<file path="src/rtl/wb_arbiter_int_if.sv">
// Write-back arbiter bus: result-source request side plus registered PRF
// write-port side. The arbiter connects through the slave modport. Result
// sources and PRF/scoreboard consumers connect through the master modport.
`ifndef PRF_INT_WAYS
`define PRF_INT_WAYS 4
`endif
`ifndef PRF_INT_INDEX_SIZE
`define PRF_INT_INDEX_SIZE 7
`endif

interface wb_arbiter_int_if #(
  parameter int NUM_REQ   = 6,
  parameter int NUM_PORTS = `PRF_INT_WAYS,
  parameter int IDX_W     = `PRF_INT_INDEX_SIZE,
  parameter int DATA_W    = 32
);
  logic [NUM_REQ-1:0]               req_valid;
  logic [NUM_REQ-1:0][IDX_W-1:0]    req_index;
  logic [NUM_REQ-1:0][DATA_W-1:0]   req_data;
  logic [NUM_REQ-1:0]               req_ready;
  logic [NUM_PORTS-1:0]             wb_valid;
  logic [NUM_PORTS-1:0][IDX_W-1:0]  wb_index;
  logic [NUM_PORTS-1:0][DATA_W-1:0] wb_data;

  modport master (
    output req_valid, req_index, req_data,
    input  req_ready, wb_valid, wb_index, wb_data
  );

  modport slave (
    input  req_valid, req_index, req_data,
    output req_ready, wb_valid, wb_index, wb_data
  );
endinterface

</file>
<file path="src/rtl/wb_arbiter_int.sv">
// Integer PRF write-back arbiter.
// Shares NUM_PORTS write ports among NUM_REQ result sources. Selection is
// combinational from req_valid, and the chosen {index, data} pairs are
// registered onto the write ports. Source 0 has the highest priority.
// Optional starvation aging is enabled by defining WB_ARB_AGING_EN. With it
// defined, sources that have been denied for STARVE_LIMIT cycles are picked
// ahead of the others.
`ifndef PRF_INT_WAYS
`define PRF_INT_WAYS 4
`endif
`ifndef PRF_INT_INDEX_SIZE
`define PRF_INT_INDEX_SIZE 7
`endif

module wb_arbiter_int #(
  parameter int NUM_REQ      = 6,
  parameter int NUM_PORTS    = `PRF_INT_WAYS,
  parameter int IDX_W        = `PRF_INT_INDEX_SIZE,
  parameter int DATA_W       = 32,
  parameter int STARVE_LIMIT = 3
) (
  input logic              clock,
  input logic              reset,
  input logic              clear,
  wb_arbiter_int_if.slave  bus
);

  localparam int PW = (NUM_PORTS > 1) ? $clog2(NUM_PORTS) : 1;

  // A zero limit would make every waiting source permanently urgent.
  if (STARVE_LIMIT < 1) begin : g_bad_starve_limit
    $error("wb_arbiter_int: STARVE_LIMIT must be at least 1");
  end

  logic                            arb_en;
  logic [NUM_REQ-1:0]              urgent;
  logic [NUM_REQ-1:0]              grant;
  logic [NUM_PORTS-1:0]            sel_valid;
  logic [NUM_PORTS-1:0][IDX_W-1:0] sel_index;
  logic [NUM_PORTS-1:0][DATA_W-1:0] sel_data;

  logic [NUM_PORTS-1:0]             wb_valid_q;
  logic [NUM_PORTS-1:0][IDX_W-1:0]  wb_index_q;
  logic [NUM_PORTS-1:0][DATA_W-1:0] wb_data_q;

  // Nothing is granted during reset or a flush. A result granted in such a
  // cycle would otherwise be lost.
  assign arb_en = reset & ~clear;

`ifdef WB_ARB_AGING_EN
  localparam int CW = $clog2(STARVE_LIMIT + 1);

  logic [NUM_REQ-1:0][CW-1:0] age;

  // Per-source starvation counter. It counts cycles waiting with no grant,
  // saturates at the limit, and restarts whenever the source stops waiting.
  always_ff @(posedge clock) begin
    if (!reset || clear) begin
      age <= '0;
    end else begin
      for (int i = 0; i < NUM_REQ; i++) begin
        if (!bus.req_valid[i] || grant[i]) begin
          age[i] <= '0;
        end else if (age[i] != CW'(STARVE_LIMIT)) begin
          age[i] <= age[i] + 1'b1;
        end
      end
    end
  end

  // A source is urgent once its counter has saturated.
  always_comb begin
    urgent = '0;
    for (int i = 0; i < NUM_REQ; i++) begin
      urgent[i] = (age[i] == CW'(STARVE_LIMIT));
    end
  end
`else
  // Strict fixed priority: no source is ever promoted.
  assign urgent = '0;
`endif

  // Two ascending scans. The first pass takes urgent sources and the second
  // takes the rest. Each pick fills the next free write port in order. With
  // aging disabled the first pass finds nothing.
  always_comb begin
    logic [PW-1:0] fill;
    logic          full;
    grant     = '0;
    sel_valid = '0;
    sel_index = '0;
    sel_data  = '0;
    fill      = '0;
    full      = 1'b0;
    if (arb_en) begin
      for (int pass = 0; pass < 2; pass++) begin
        for (int i = 0; i < NUM_REQ; i++) begin
          if (bus.req_valid[i] && (urgent[i] == (pass == 0)) && !full) begin
            grant[i]        = 1'b1;
            sel_valid[fill] = 1'b1;
            sel_index[fill] = bus.req_index[i];
            sel_data[fill]  = bus.req_data[i];
            if (fill == PW'(NUM_PORTS - 1)) begin
              full = 1'b1;
            end else begin
              fill = fill + 1'b1;
            end
          end
        end
      end
    end
  end

  assign bus.req_ready = grant;

  // Write-port register stage. A flush leaves sel_valid empty, so the ports
  // go idle on the following cycle.
  always_ff @(posedge clock) begin
    if (!reset) begin
      wb_valid_q <= '0;
      wb_index_q <= '0;
      wb_data_q  <= '0;
    end else begin
      wb_valid_q <= sel_valid;
      wb_index_q <= sel_index;
      wb_data_q  <= sel_data;
    end
  end

  assign bus.wb_valid = wb_valid_q;
  assign bus.wb_index = wb_index_q;
  assign bus.wb_data  = wb_data_q;

endmodule
</file>
<file path="src/flat_wrapper.sv">
// flat-port wrapper written by rule: the top's interface ports become plain ports
module wb_arbiter_int_flat 
#(
  parameter int NUM_REQ      = 6,
  parameter int NUM_PORTS    = `PRF_INT_WAYS,
  parameter int IDX_W        = `PRF_INT_INDEX_SIZE,
  parameter int DATA_W       = 32,
  parameter int STARVE_LIMIT = 3
)
  (clock, reset, clear, bus_req_valid, bus_req_index, bus_req_data, bus_req_ready, bus_wb_valid, bus_wb_index, bus_wb_data);
  wb_arbiter_int_if #(.NUM_REQ(NUM_REQ), .NUM_PORTS(NUM_PORTS), .IDX_W(IDX_W), .DATA_W(DATA_W)) bus_i ();
  input logic clock;
  input logic reset;
  input logic clear;
  input wire logic [$bits(bus_i.req_valid)-1:0] bus_req_valid;
  input wire logic [$bits(bus_i.req_index)-1:0] bus_req_index;
  input wire logic [$bits(bus_i.req_data)-1:0] bus_req_data;
  output wire logic [$bits(bus_i.req_ready)-1:0] bus_req_ready;
  output wire logic [$bits(bus_i.wb_valid)-1:0] bus_wb_valid;
  output wire logic [$bits(bus_i.wb_index)-1:0] bus_wb_index;
  output wire logic [$bits(bus_i.wb_data)-1:0] bus_wb_data;
  assign bus_i.req_valid = bus_req_valid;
  assign bus_i.req_index = bus_req_index;
  assign bus_i.req_data = bus_req_data;
  assign bus_req_ready = bus_i.req_ready;
  assign bus_wb_valid = bus_i.wb_valid;
  assign bus_wb_index = bus_i.wb_index;
  assign bus_wb_data = bus_i.wb_data;
  wb_arbiter_int #(.NUM_REQ(NUM_REQ), .NUM_PORTS(NUM_PORTS), .IDX_W(IDX_W), .DATA_W(DATA_W), .STARVE_LIMIT(STARVE_LIMIT)) u_core (.clock(clock), .reset(reset), .clear(clear), .bus(bus_i));
endmodule
</file>
<file path="config.mk">
export PLATFORM = sky130hd
export DESIGN_NAME = wb_arbiter_int_flat
export DESIGN_NICKNAME = d
export VERILOG_FILES = /design/src/rtl/wb_arbiter_int_if.sv /design/src/rtl/wb_arbiter_int.sv /design/src/flat_wrapper.sv
export SDC_FILE = /design/constraint.sdc
export NUM_CORES = 1
export LEC_CHECK = 0
export ABC_AREA = 1
export BUFFER_PORTS_ARGS = -buffer_cell sky130_fd_sc_hd__buf_2
export CORE_AREA = 2 2 184 222
export CTS_CLUSTER_DIAMETER = 120
export CTS_CLUSTER_SIZE = 25
export DETAILED_ROUTE_END_ITERATION = 6
export DIE_AREA = 0 0 186 224
export PLACE_DENSITY_LB_ADDON = 0.05
export SYNTH_ARGS = -nofsm -noshare
export SYNTH_HDL_FRONTEND = slang
export SYNTH_SLANG_ARGS = --single-unit
export TNS_END_PERCENT = 1
</file>
<file path="constraint.sdc">
create_clock -name clock -period 6.2 [get_ports clock]
set_input_delay 1.24 -clock clock [delete_from_list [all_inputs] [get_ports clock]]
set_output_delay 1.24 -clock clock [all_outputs]
set_load 0.05 [all_outputs]
</file>
# == Word level (Yosys, flattened, before mapping) ==
# Cells that the tools add are included.
# totals
ff_bits,160
inputBits,243
out_inout_bits,166
word_cells,181
# classes
addsub,5
n_lt_le_gt_ge,12
n_eq_ne,5
muxes,123
bitwise,8
n_reduce_logical,19
# op_table
op,n
128-bit two-way mux,12
128-bit bitwise mux,6
32-bit demux with 2-bit select,6
28-bit two-way mux,12
32-bit two-way mux,6
28-bit bitwise mux,6
7-bit demux with 2-bit select,6
4-bit two-way mux,12
7-bit two-way mux,6
2-bit two-way mux,16
1-bit two-way mux,28
4-bit OR,6
"2-bit by 3-bit less-than comparator with 1-bit output, second input constant",6
1-bit demux with 2-bit select,6
"2-bit by 1-bit greater-or-equal comparator with 1-bit output, second input constant",6
1-bit logical AND,12
"2-bit by 1-bit adder with 2-bit output, second input constant",5
"2-bit equality test, second input constant",5
1-bit zero test,6
6-bit two-way mux,1
2-bit AND reduction,1
1-bit AND,1
1-bit NOT,1

# == Depth between registers and ports, before layout ==
# Gate-level depths: netlist of the first run.
# logic_depth
ltp_word,29
mapped_depth,20
depth_no_buf,15

# == Least setup slack after synthesis of the first run ==
# No wires, ideal clock.
# synth_timing
path_kind,in2out
from,input bus_req_valid[1]
to,output bus_req_ready[5]
arrival_time_ns,4.106
t_required_ns,4.960
setup_slack_ns,0.854
cell_stages,16
path_buffers,6
path_cell_list,clkbuf_1 clkbuf_1 inv_1 ha_1 buf_4 nand2_2 nand2_2 nor2_4 a21oi_2 o21ai_1 nor2_2 buf_2 buf_4 buf_4 inv_1 nor2_1
# synth_via
elab_chain_cells,19
elab_cells_between_ends,35
cone_classes,add/sub: 2; eq/ne: 3; mux: 21; reduce/logical: 9
# synth_rtl
item,line,rtl
from (decl),flat_wrapper.sv:15,input wire logic [$bits(bus_i.req_valid)-1:0] bus_req_valid;
1-bit logical AND (*),wb_arbiter_int.sv:98,if (bus.req_valid[i] && (urgent[i] == (pass == 0)) && !full) begin
2-bit two-way mux / 1-bit two-way mux (equally long branches),wb_arbiter_int.sv:98,
2-bit two-way mux / 1-bit two-way mux (equally long branches),wb_arbiter_int.sv:95,if (arb_en) begin
2-bit by 1-bit adder with 2-bit output (tied with other cells),wb_arbiter_int.sv:106,fill = fill + 1'b1;
2-bit two-way mux (tied with other cells),wb_arbiter_int.sv:103,if (fill == PW'(NUM_PORTS - 1)) begin
2-bit two-way mux / 1-bit two-way mux (equally long branches),wb_arbiter_int.sv:98,
2-bit two-way mux / 1-bit two-way mux (equally long branches),wb_arbiter_int.sv:95,
2-bit by 1-bit adder with 2-bit output (tied with other cells),wb_arbiter_int.sv:106,
(+3 left out),--,
2-bit equality test / 1-bit zero test (equally long branches),"wb_arbiter_int.sv:103, wb_arbiter_int.sv:98",
1-bit two-way mux / 1-bit logical AND (equally long branches),"wb_arbiter_int.sv:103, wb_arbiter_int.sv:98",
1-bit two-way mux (*),wb_arbiter_int.sv:98,
1-bit two-way mux (*),wb_arbiter_int.sv:95,
1-bit zero test (*),wb_arbiter_int.sv:98,
1-bit logical AND (*),wb_arbiter_int.sv:98,
1-bit two-way mux (*),wb_arbiter_int.sv:98,
6-bit two-way mux (*),wb_arbiter_int.sv:95,
to (decl),flat_wrapper.sv:18,output wire logic [$bits(bus_i.req_ready)-1:0] bus_req_ready;
# Every way passes the cells marked *; elsewhere a longest branch is shown, timed or not. The select of a mux whose other input is x is not followed.

# == Final worst setup path of the first run ==
# layout_timing
from,input bus_req_valid[0]
to,output bus_req_ready[5]
# layout_via
elab_chain_cells,23
elab_cells_between_ends,45
cone_classes,add/sub: 3; eq/ne: 4; mux: 27; reduce/logical: 11
# layout_rtl
item,line
1-bit logical AND (*),wb_arbiter_int.sv:98
2-bit two-way mux / 1-bit two-way mux (equally long branches),wb_arbiter_int.sv:98
2-bit two-way mux / 1-bit two-way mux (equally long branches),wb_arbiter_int.sv:95
2-bit by 1-bit adder with 2-bit output (tied with other cells),wb_arbiter_int.sv:106
2-bit two-way mux (tied with other cells),wb_arbiter_int.sv:103
2-bit two-way mux / 1-bit two-way mux (equally long branches),wb_arbiter_int.sv:98
2-bit two-way mux / 1-bit two-way mux (equally long branches),wb_arbiter_int.sv:95
2-bit by 1-bit adder with 2-bit output (tied with other cells),wb_arbiter_int.sv:106
(+7 left out),--
2-bit equality test / 1-bit zero test (equally long branches),"wb_arbiter_int.sv:103, wb_arbiter_int.sv:98"
1-bit two-way mux / 1-bit logical AND (equally long branches),"wb_arbiter_int.sv:103, wb_arbiter_int.sv:98"
1-bit two-way mux (*),wb_arbiter_int.sv:98
1-bit two-way mux (*),wb_arbiter_int.sv:95
1-bit zero test (*),wb_arbiter_int.sv:98
1-bit logical AND (*),wb_arbiter_int.sv:98
1-bit two-way mux (*),wb_arbiter_int.sv:98
6-bit two-way mux (*),wb_arbiter_int.sv:95
# Marks and branches as above.

==> results of run 1 <==
power groups by stage:
stage | clock network (mW) | registers [mW] | logic, mW
2_1_floorplan | 0 | 1.35 | 0.610
3_3_place_gp | 0 | 1.13 | 1.21
3_5_place_dp | 0 | 1.13 | 1.21
4_1_cts | 1.07 | 1.11 | 1.21
5_1_grt | 1.10 | 1.12 | 1.34
6_report | 1.03 | 1.11 | 1.21
flip-flops by register name (all words and copies together) (netlist names):
name                 cells
u_core.bus.wb_index     28
u_core.bus.wb_valid      4
u_core.bus.wb_data     128
cells in the final DEF, fill, tap and decap left out, drive strengths merged:
cell type,instances
o21bai,39
clkbuf,24
buf,430
o22ai,41
nand2,553
inv,266
a21o,1
and3,1
dfxtp,160
o211ai,14
clkinvlp,6
a31oi,1
ha,4
diode,5
a21oi,51
nor2,412
clkinv,3
o21ai,333
nand4,39
nand3,46
worst paths after layout:
kind | from | to | slack (ns) | cells past startpoint
worst max-delay path | bus_req_valid[0] | bus_req_ready[5] | 1.14 | 13
worst min-delay path | bus_req_data[178] | u_core.bus.wb_data[50] | 1.03 | 3
worst max-delay path, cell delays in order:
cell	delay [ns]
buf_4	0.13
inv_1	0.10
ha_2	0.63
buf_4	0.36
nand2_2	0.10
nand2_2	0.14
nor2_4	0.05
a21oi_2	0.16
o21ai_1	0.15
nor2_4	0.13
inv_1	0.07
nor2_1	0.22
buf_2	0.32
layer usage:
metal	global-route usage, %	wire length (um)	vias up
met4	11.6	2010	14
met5	0	77	-
met1	31.1	22900	6466
li1	-	-	7221
met3	5.38	3660	109
met2	44.7	26200	557
kinds of logic after synthesis:
kind of cell / synth area share (%)
AOI/OAI and AO/OA: 22.1
adders and majority gates: 0.425
and+or+nand+nor: 35.8
DFF: 27.2
buffers and inverters: 14.5
stage by stage:
| step | instance area [sq um] | hold slack (ns) |
|---|---|---|
| final | 14600 | 1.03 |
| after global routing | 14600 | 1.02 |
| after CTS | 14600 | 1.00 |
| after detailed placement | 14000 | 1.50 |
| after global placement | 14000 | 1.50 |
| after floorplan | 11800 | 1.37 |
cell type report:
cell class,instances,area (sq um),area share [%]
Timing Repair Buffer,430,2220,15.2
Antenna cell,5,12.5,0.0857
Clock buffer,24,502,3.44
Clock inverter,8,55.1,0.377
Inverter,267,1000,6.88
Sequential cell,160,3200,21.9
Multi-Input combinational cell,1535,6930,47.5
Tap cell,533,667,4.57
==> results.md, run 1 <==
- The final route contains 14,367 vias.
- The first detailed-routing pass took 5 iterations.
- The largest net degree at the start of global routing is 95.
- Setup violations remaining at the end of the flow were counted as 0.
- The path class of the tightest hold or removal check is in2reg.
- Cells with a size suffix above 1 make up 20.8% of the layout.
- The final worst-path cycle share is 81.6%.
- The die outline area is 41,700 sq um.
- By area the synthesized netlist is led by dfxtp_1, nand2_1, o21ai_0, nor2_1, inv_1.
- The run finished with clean final reports.
- 409 I/O pins were placed.
- The async set-reset flop share out of synthesis is 0%.
- The nature of the critical path endpoint is an output port.
- After routing, the total negative slack on setup checks comes to 0 ns.
- The clock tree synthesis step divided the H-tree into 4 levels.
- In this run the post-CTS setup repair buffer count came out at 0.
- The initialized floorplan defines 80 standard-cell rows.
- After global routing the overflow that remains totals 0.
- Cells fill 36.9% of the core in the end.
- Counting I/O delays and the setup requirement, the final critical path takes 5.06 ns.
- The wire length per cell after detailed routing is 18.5 um.
- The clock tree from TritonCTS is yes.
- The kind of critical path is in2out.
- The non-filler instance count after layout is 2,962.
- The clock group share of total power is 30.8%.
- By instance count, the leading cell after synthesis is nand2_1.
- STA classifies the critical path startpoint as an input port.
- The number of warning messages in the yosys log is 0.
- Sequential cells burn 33.1% of the power.
- After floorplanning, the core was sized to cover 39,500 sq um.
- After detailed routing, the number of vias per cell comes to 4.85.
- Data on the critical path is required at its endpoint by 4.96 ns.
- OpenSTA, run right after detailed placement, puts the worst setup slack at 1.07 ns.
- Clock-pin slew was measured on the worst setup and hold paths at 0.06 ns.
- The cell sitting at the root of the clock tree is a clkbuf_16.
- Counting tap cells, the placed design contains a total of 2,925 instances.
- The total CTS buffers is 17.
- The arrival time at the worst endpoint is 3.82 ns.
- The completed layout was analyzed and its total power is 3.36 mW.
- The measured slew at the worst slew-check pin is 1.13 ns.
- CTS saw 160 sinks.
- The number of nets produced by synthesis is 2,364.
- Among all flip-flop cells after synthesis, the most frequent one is dfxtp_1.
- The count of nets left with antenna violations once routing finished came out at 0.
- The synthesized netlist cell count is 2,117.
- The highest achievable clock rate is 0.198 GHz.
- The total count of max-transition violations in the final report is 0.
- The cell area after synthesis is 11,800 sq um.
- The post-synthesis register bit count is 160.
- The initial detailed-routing violation count is 863.
- Once the clock tree was built, the resizer swapped 0 gates to a different size.
- The fraction of power spent switching nets is 41.0%.
- Measured against its own limit, the worst slew margin works out to 24.6%.
- The hold violation count in the final report is 0.
- The half-perimeter wire length of the detailed placement result is 35,900 um.
- The area fraction of the dominant cell type after synthesis is 27.2%.
- The effective utilization at floorplan is 29.8%.
- Summed over all layers, the routed wires come to 54,800 um.
- The number of buffers on the longest clock path is 2.
- After synthesis, flip-flops and latches occupy 27.2% of the total area.
- Port buffering added 408 buffers.
- Summed over all nets, the switching power comes to 1.38 mW.
- The proportion of power drawn by combinational gates is 36.1%.
- The largest driver fanout on the critical path is 15.
- The maximum ir drop on the vdd rail is 0.223 mV.
- Summed over all cells, the static leakage comes to 7.94 nW.
- The number of violations of the max-capacitance limit is 0.
- The number of nets in the layout is 2,658.
- The cell taking the most area after synthesis is dfxtp_1.
- The final worst setup slack is 1.14 ns.
- The number of antenna violations at the first check in global routing is 12.
- The number of enable flip-flop cells after synthesis is 0.
- The y dimension of the die is 224 um.
- Global routing used 26.1% of the available tracks.
- The average instance in the mapped netlist occupies 5.56 sq um.
- The number of global-route vias before repair is 14,085.
- The number of different library cells used by synthesis comes to 33.
- The count of unresolved DRC violations after routing is 0.
- The cell area power density is 230 nW/um^2.
- Compared with the post-synthesis result, the final layout area differs by 24.1%.
- The first-pass GRT wire length is 81,600 um.
- The fill cell total of the finished layout is 4,546.
- The floorplan step set the die width to 186 um.
- The internal power is 1.98 mW.
- By count the netlist is led by nand2_1, nor2_1, o21ai_0.
- Buffers inserted to repair hold after CTS numbered 0.
- Setup repair after global routing left no endpoint under its margin.
- The congestion estimate from routability-driven global placement came to 0.848.
Note: power is estimated with default switching activity, not from simulation.
==> run 2, diff against run 1 <==
--- a/config.mk
+++ b/config.mk
@@ -5,13 +5,13 @@
 export SDC_FILE = /design/constraint.sdc
 export NUM_CORES = 1
 export LEC_CHECK = 0
-export ABC_AREA = 1
+export ABC_AREA = 0
 export BUFFER_PORTS_ARGS = -buffer_cell sky130_fd_sc_hd__buf_2
-export CORE_AREA = 2 2 184 222
+export CORE_AREA = 2 2 166 200
 export CTS_CLUSTER_DIAMETER = 120
 export CTS_CLUSTER_SIZE = 25
 export DETAILED_ROUTE_END_ITERATION = 6
-export DIE_AREA = 0 0 186 224
+export DIE_AREA = 0 0 168 202
 export PLACE_DENSITY_LB_ADDON = 0.05
 export SYNTH_ARGS = -nofsm -noshare
 export SYNTH_HDL_FRONTEND = slang
==> constraint.sdc (replaced) <==
create_clock -name clock -period 4.1 [get_ports clock]
set_input_delay 0.82 -clock clock [delete_from_list [all_inputs] [get_ports clock]]
set_output_delay 0.82 -clock clock [all_outputs]
set_load 0.05 [all_outputs]
==> run 2 against run 1 <==
Net effect: critical path type unchanged; first-iteration DRC count grew 3.7%; via count shrank 27%; wire length shrank 17%; clock power grew 58%; largest power group is now sequential cells; sequential power grew 50%; sequential cell count is the same; synthesized cell count shrank 52%.
==> results.md, run 2 <==
- The flow ran to the end, and the final reports show no timing, DRC or antenna violations.
- The maximum ir drop on the vdd rail is 0.259 mV (+16%).
- After layout, the worst path uses 87.9% of the clock period.
- The half-perimeter wire length of the detailed placement result is 31,500 um (-12%).
- The total CTS buffers is 17 (unchanged).
- The number of nets in the layout was 1,611 (-39%).
- The highest cell delay on the worst timing path is 0.58 ns (-0.05 ns).
- The number of enable flip-flop cells after synthesis is 0 (unchanged).
- The sequential area share after synthesis is 33.7% (+6.5 points).
- The number of input and output port buffers inserted is 408 (unchanged).
- The total count of max-transition violations in the final report came to 0 (unchanged).
- For this run, the top clock speed supported by timing is 0.277 GHz.
- The async set-reset flop share out of synthesis came to 0% (unchanged).
- The number of buffers on the longest clock path is 2 (unchanged).
- The total of endpoints with negative setup slack in the final report is 0 (unchanged).
- The y dimension of the die came to 202 um (-9.8%).
- The effective utilization at floorplan was 29.7% (-0.048 points).
- Walking the worst path, the cells encountered are buf_2 > inv_1 > ha_1 > or3b_1 > a21oi_1 > nor4_2 > nand2_1 > inv_1 > buf_2.
- The post-synthesis register bit count is 160 (unchanged).
- The number of violations of the max-capacitance limit is 0 (unchanged).
- The most common cell after layout, fill and taps aside is buf_2.
- The number of buffers inserted to repair setup after CTS is 0 (unchanged).
- In the layout the commonest cells are buf_2, dfxtp_1, o2bb2ai_1, a21oi_1, o21ai_0.
- The number of top-level pins is 409 (unchanged).
- The number of global-route vias before repair came to 10,703 (-24%).
- The core area is 32,000 sq um (-19%).
- The startpoint type of the worst setup path is an input port.
- The commonest cells after synthesis are dfxtp_1, o2bb2ai_1, a21oi_1.
- The measured slew at the worst slew-check pin came to 1.10 ns (-0.0320 ns).
- The sum of buffers and inverters on the critical path is 4 (-1).
- The remaining antenna violation count is 0 (unchanged).
- The hold violation count in the final report is 0 (unchanged).
- The first-pass iteration count of the detailed router is 6 (+1).
- The leakage dissipation is 5.14 nW (-35%).
- The synthesized netlist cell count is 1,024 (-52%).
- The number of standard-cell rows in the floorplan is 72 (-10%).
- The number of nets produced by synthesis is 1,271 (-46%).
- The min-delay analysis places its worst path in the category in2reg.
- The largest driver fanout on the critical path was 15 (unchanged).
- The share of cells above drive strength 1 is 39.3% (+18 points).
- The required arrival time at the worst endpoint is 3.28 ns (-1.68 ns).
- The post-detailed-route via-to-cell ratio was 5.84 (+20%).
- The routed length on met3 is 3050 um (-17%).
- The arrival time at the worst endpoint came to 2.79 ns (-1.03 ns).
- The setup path with the least slack is of type in2out.
- The total grt overflow is 0 (unchanged).
- The initial detailed-routing violation count is 895 (+3.7%).
- The overall global routing resource usage is 26.2% (+0.092 points).
- The flip-flop count of the largest register, all copies and words added is 128 (unchanged).
- The cell area power density is 374 nW/um^2 (+63%).
- The clock tree from TritonCTS is yes.
- The clock-pin transition on the worst setup and hold timing paths is 0.07 ns (about the same).
- The number of hold-repair buffers added at the cts stage was 0 (unchanged).
- The clock sink count was 160 (unchanged).
- The area fraction of the dominant cell type after synthesis came to 33.7% (+6.5 points).
- Among cell families on the critical path, the largest total delay comes from simple AND/OR/NAND/NOR gates.
- The post-cts resize count is 0 (unchanged).
- The leading cell type by number of instances after synthesis is dfxtp_1.
- The first-pass GRT wire length is 67,500 um (-17%).
- Among all flip-flop cells after synthesis, the most frequent one is dfxtp_1.
- The slowest stage of the critical path is the ha_1 cell.
- The floorplan die width is 168 um (-9.7%).
- The wire length after detailed routing is 45,700 um (-17%).
- The count of unresolved DRC violations after routing is 0 (unchanged).
- The count of unique library cells instantiated by Yosys is 52 (+58%).
- The placer's final routability congestion estimate is 0.826 (-2.6%).
- The mean instance size in the synthesized netlist is 9.28 sq um (+67%).
- The cell taking the most area after synthesis is dfxtp_1.
- The die outline area is 33,900 sq um (-19%).
- Setup repair after global routing left no endpoint under its margin.
- The number of antenna violations at the first check in global routing is 7 (-5).
- The final design area excluding fillers is 12,500 sq um (-14%).
- The wire length the detailed router placed on met1 is 19,000 um (-17%).
- The headroom to the max-slew limit is 27.0% (+2.4 points).
- The total negative slack for setup checks came to 0 ns (unchanged).
- Sorting the synthesized cells by area gives the leading types as dfxtp_1, o2bb2ai_1, mux2i_1, a21oi_1, o21ai_0.
- The cell area after synthesis is 9500 sq um (-19%).
- The highest signal layer in the routed design is met5.
- The number of warning messages in the yosys log is 0 (unchanged).
- The nature of the critical path endpoint is an output port.
- The largest net degree at the start of global routing is 80 (-16%).
- The total via count after detailed routing came to 10,438 (-27%).
- The number of H-tree levels came to 4 (unchanged).
- The final critical-path required period is 3.61 ns.
- The worst hold slack is 0.633 ns (-0.397 ns).
- The routed length on met2 was 22,400 um (-15%).
- The area growth from synthesis to layout is 31.4%.
- Clock tree synthesis selected as its root buffer the cell clkbuf_16.
- The wire length per cell after detailed routing is 25.6 um (+38%).
- The cell area after placement is 11,900 sq um (-15%).
==> run 2: layer usage <==
metal,vias to the layer above,global-route usage (%)
met5,-,0
met4,8,8.85
met3,73,5.38
met2,495,45.5
met1,5059,32.1
li1,4803,-
==> run 2: kinds of logic (layout without fill, tap and decap cells) <==
| kind of cell | after synthesis | in the layout | share of synthesized area [%] |
|---|---|---|---|
| mux | 78 | 78 | 8.22 |
| other cells | 0 | 3 | 0 |
| simple gates | 65 | 65 | 3.75 |
| xor+xnor | 2 | 2 | 0.184 |
| buf+inv | 172 | 525 | 8.65 |
| fa+ha+maj | 4 | 4 | 0.527 |
| compound gates | 543 | 543 | 45.0 |
| flops | 160 | 160 | 33.7 |
==> run 2: final cells by class <==
| class | instances | area (sq um) |
|---|---|---|
| Tap cell | 407 | 509 |
| Antenna cell | 3 | 7.51 |
| Clock buffer | 19 | 453 |
| Sequential cell | 160 | 3200 |
| Multi-Input combinational cell | 692 | 5600 |
| Timing Repair Buffer | 448 | 2420 |
| Inverter | 45 | 169 |
| Fill cell | 3341 | 19500 |
| Clock inverter | 13 | 128 |
==> run 2: report_power, final <==
group	total, mW	leakage (nW)	switching, mW	internal (mW)
Clock	1.63	0.277	0.746	0.881
Combinational	1.38	3.56	0.923	0.453
Sequential	1.67	1.30	0.0295	1.64
Total	4.67	5.14	1.70	2.97
==> run 2: worst paths after layout <==
kind	slack, ns	end	cells past startpoint	start
worst min-delay path	0.63	u_core.bus.wb_data[117]	2	bus_req_data[181]
worst max-delay path	0.49	bus_req_ready[5]	9	bus_req_valid[1]
==> run 2: through the flow <==
stage	worst slack [ns]	util (%)	instances	total power, mW
6_report	0.495	39.1	1787	4.67
5_1_grt	0.338	39.1	1787	4.88
4_1_cts	0.493	39.0	1784	4.71
3_5_place_dp	0.314	37.2	1752	3.08
3_3_place_gp	0.412	37.2	1752	3.08
2_1_floorplan	0.776	-	1024	2.59
==> run 3, diff against run 2 <==
==> constraint.sdc (replaced) <==
create_clock -name clock -period 4.1 [get_ports clock]
set_input_delay 0.205 -clock clock [delete_from_list [all_inputs] [get_ports clock]]
set_output_delay 0.205 -clock clock [all_outputs]
set_load 0.05 [all_outputs]
==> run 3 against run 2 <==
Net effect: wire length decreased by 0.85%; critical path type is now in2reg; highest routed layer unchanged; count of clock-buffer cells in the layout increased by 4; the flow now finishes with violations (design-rule violations); global-route usage decreased by 0.51 points; sequential cell count unchanged; sequential share of layout area about the same; clock power increased by 4%.
==> results.md, run 3 (synthesis gave the netlist of run 2 again) <==
- The core area came to 32,000 sq um (unchanged).
- The total count of max-transition violations in the final report is 0 (unchanged).
- The placer's final routability congestion estimate is 0.809 (-2.0%).
- The measured slew at the worst slew-check pin came to 1.17 ns (+0.0706 ns).
- The tree is rooted in a clkbuf_16.
- The post-detailed-route via-to-cell ratio is 5.84 (about the same).
- The worst slack at placement is 0.638 ns (+0.324 ns).
- The flip-flop count of the largest register, all copies and words added came to 128 (unchanged).
- Setup repair after global routing left no endpoint under its margin.
- The required arrival time at the worst endpoint was 4.43 ns (+1.15 ns).
- The headroom to the max-slew limit is 22.1% (-4.9 points).
- The total of endpoints with negative setup slack in the final report was 0 (unchanged).
- The leakage dissipation was 5.11 nW (-0.53%).
- The checks that failed: design-rule violations.
- The startpoint type of the worst setup path is an input port.
- The nature of the critical path endpoint is a register.
- The effective utilization at floorplan is 29.7% (unchanged).
- The die outline area came to 33,900 sq um (unchanged).
- The hold violation count in the final report was 0 (unchanged).
- The number of top-level pins came to 409 (unchanged).
- The cell area power density is 379 nW/um^2 (+1.4%).
- The area growth from synthesis to layout is 31.2%.
- The number of violations of the max-capacitance limit is 0 (unchanged).
- The highest achievable clock rate was 0.332 GHz (+20%).
- The run finished, with violations left.
- The share of cells above drive strength 1 is 38.6% (-0.72 points).
- The kind of critical path is in2reg.
- The number of global-route vias before repair is 10,416 (-2.7%).
- The number of antenna violations at the first check in global routing was 5 (-2).
- The total CTS buffers is 17 (unchanged).
- The first-pass iteration count of the detailed router was 7 (+1).
- The remaining antenna violation count is 0 (unchanged).
- The number of standard-cell rows in the floorplan was 72 (unchanged).
- The wire length per cell after detailed routing is 25.5 um (-0.35%).
- The number of H-tree levels is 4 (unchanged).
- The number of buffers on the longest clock path was 2 (unchanged).
- The fill cell total of the finished layout is 3,343 (+0.060%).
- The y dimension of the die is 202 um (unchanged).
- The top cell types in the final layout, fill and taps aside, are buf_2, dfxtp_1, o2bb2ai_1, a21oi_1, o21ai_0.
- The final worst setup slack came to 1.09 ns (+0.591 ns).
- The total negative slack for setup checks is 0 ns (unchanged).
- The total via count after detailed routing is 10,384 (-0.52%).
- The final critical-path required period is 3.01 ns (-0.591 ns).
- The maximum ir drop on the vdd rail is 0.212 mV (-18%).
- The overall global routing resource usage was 25.6% (-0.51 points).
- The floorplan die width was 168 um (unchanged).
- The half-perimeter wire length of the detailed placement result is 31,600 um (about the same).
- TritonCTS built the clock tree.
- The clock sink count was 160 (unchanged).
- The largest net degree at the start of global routing was 79 (-1.3%).
- The arrival time at the worst endpoint is 3.34 ns (+0.55 ns).
- The number of input and output port buffers inserted is 408 (unchanged).
- The final worst-path cycle share is 73.5% (-14 points).
- The wire length after detailed routing is 45,300 um (-0.85%).
- The initial detailed-routing violation count is 832 (-7.0%).
- The first-pass GRT wire length was 65,900 um (-2.5%).
- The count of unresolved DRC violations after routing is 6 (+6).
- In this run the worst hold path is classified as in2reg.
- The total grt overflow is 0 (unchanged).
- The most common cell after layout, fill and taps aside is buf_2.
- The largest driver fanout on the critical path is 30 (+15).
- The clock-pin transition on the worst setup and hold timing paths is 0.07 ns (about the same).
- The number of nets in the layout is 1,604 (-0.43%).
==> run 3: changes by cell type in the layout (fill, tap and decap cells not counted), sizes merged <==
cell / previous run / this run
buf: 448 / 440
bufinv: 1 / 3
inv: 50 / 46
clkinv: 4 / 1
diode: 3 / 2
dlygate4sd3: 0 / 1
clkbuf: 19 / 23
==> run 3: area by class of cell <==
type	count	area (sq um)	area share [%]
clock buffer	23	468	3.75
sequential	160	3200	25.7
clock inverter	8	130	1.04
inverter	45	169	1.35
timing repair buffer	441	2380	19.1
antenna	2	5.00	0.0401
multi-input combinational	692	5600	44.9
tap	407	509	4.08
==> run 3: worst paths after layout <==
kind	start	end	cells past startpoint
max	bus_req_valid[1]	u_core.bus.wb_data[81]	10
min	bus_req_data[181]	u_core.bus.wb_data[117]	2
==> run 3: worst max-delay path, stage by stage <==
cell and delay, ns:
buf_2 0.14, inv_1 0.10, ha_1 0.69, and2b_1 0.29, o31ai_2 0.42, and3b_4 0.53
a21oi_2 0.12, o21ai_4 0.44, buf_12 0.27, o2bb2ai_1 0.09
==> run 3: layer usage <==
layer / global-route usage (%) / routed length [um] / up-vias
li1: - / - / 4781
met5: 0 / 38 / -
met2: 45.3 / 22600 / 527
met1: 30.7 / 18200 / 4988
met3: 4.74 / 3150 / 82
met4: 9.97 / 1220 / 6
==> run 3: power breakdown <==
part	switching (mW)	total, mW	internal, mW
clock network	0.697	1.69	0.991
registers	0.0312	1.67	1.64
logic	0.922	1.37	0.448
total	1.65	4.73	3.08
==> run 3: stage by stage <==
step	hold WS [ns]	cells	power [mW]	cell area [sq um]	utilization (%)
floorplan	0.322	1024	2.59	9500	-
global placement	0.466	1744	3.07	11900	37.1
detailed placement	0.466	1744	3.07	11900	37.1
CTS	0.00311	1776	4.77	12500	39.0
global route	0.0167	1778	4.91	12500	39.0
finish	0.0234	1778	4.73	12500	39.0
==> run 3: repair_timing <==
action	CTS	global route
hold endpoints to repair	1	0
resized for setup	0	0
buffers inserted	0	0
hold buffers	1	0
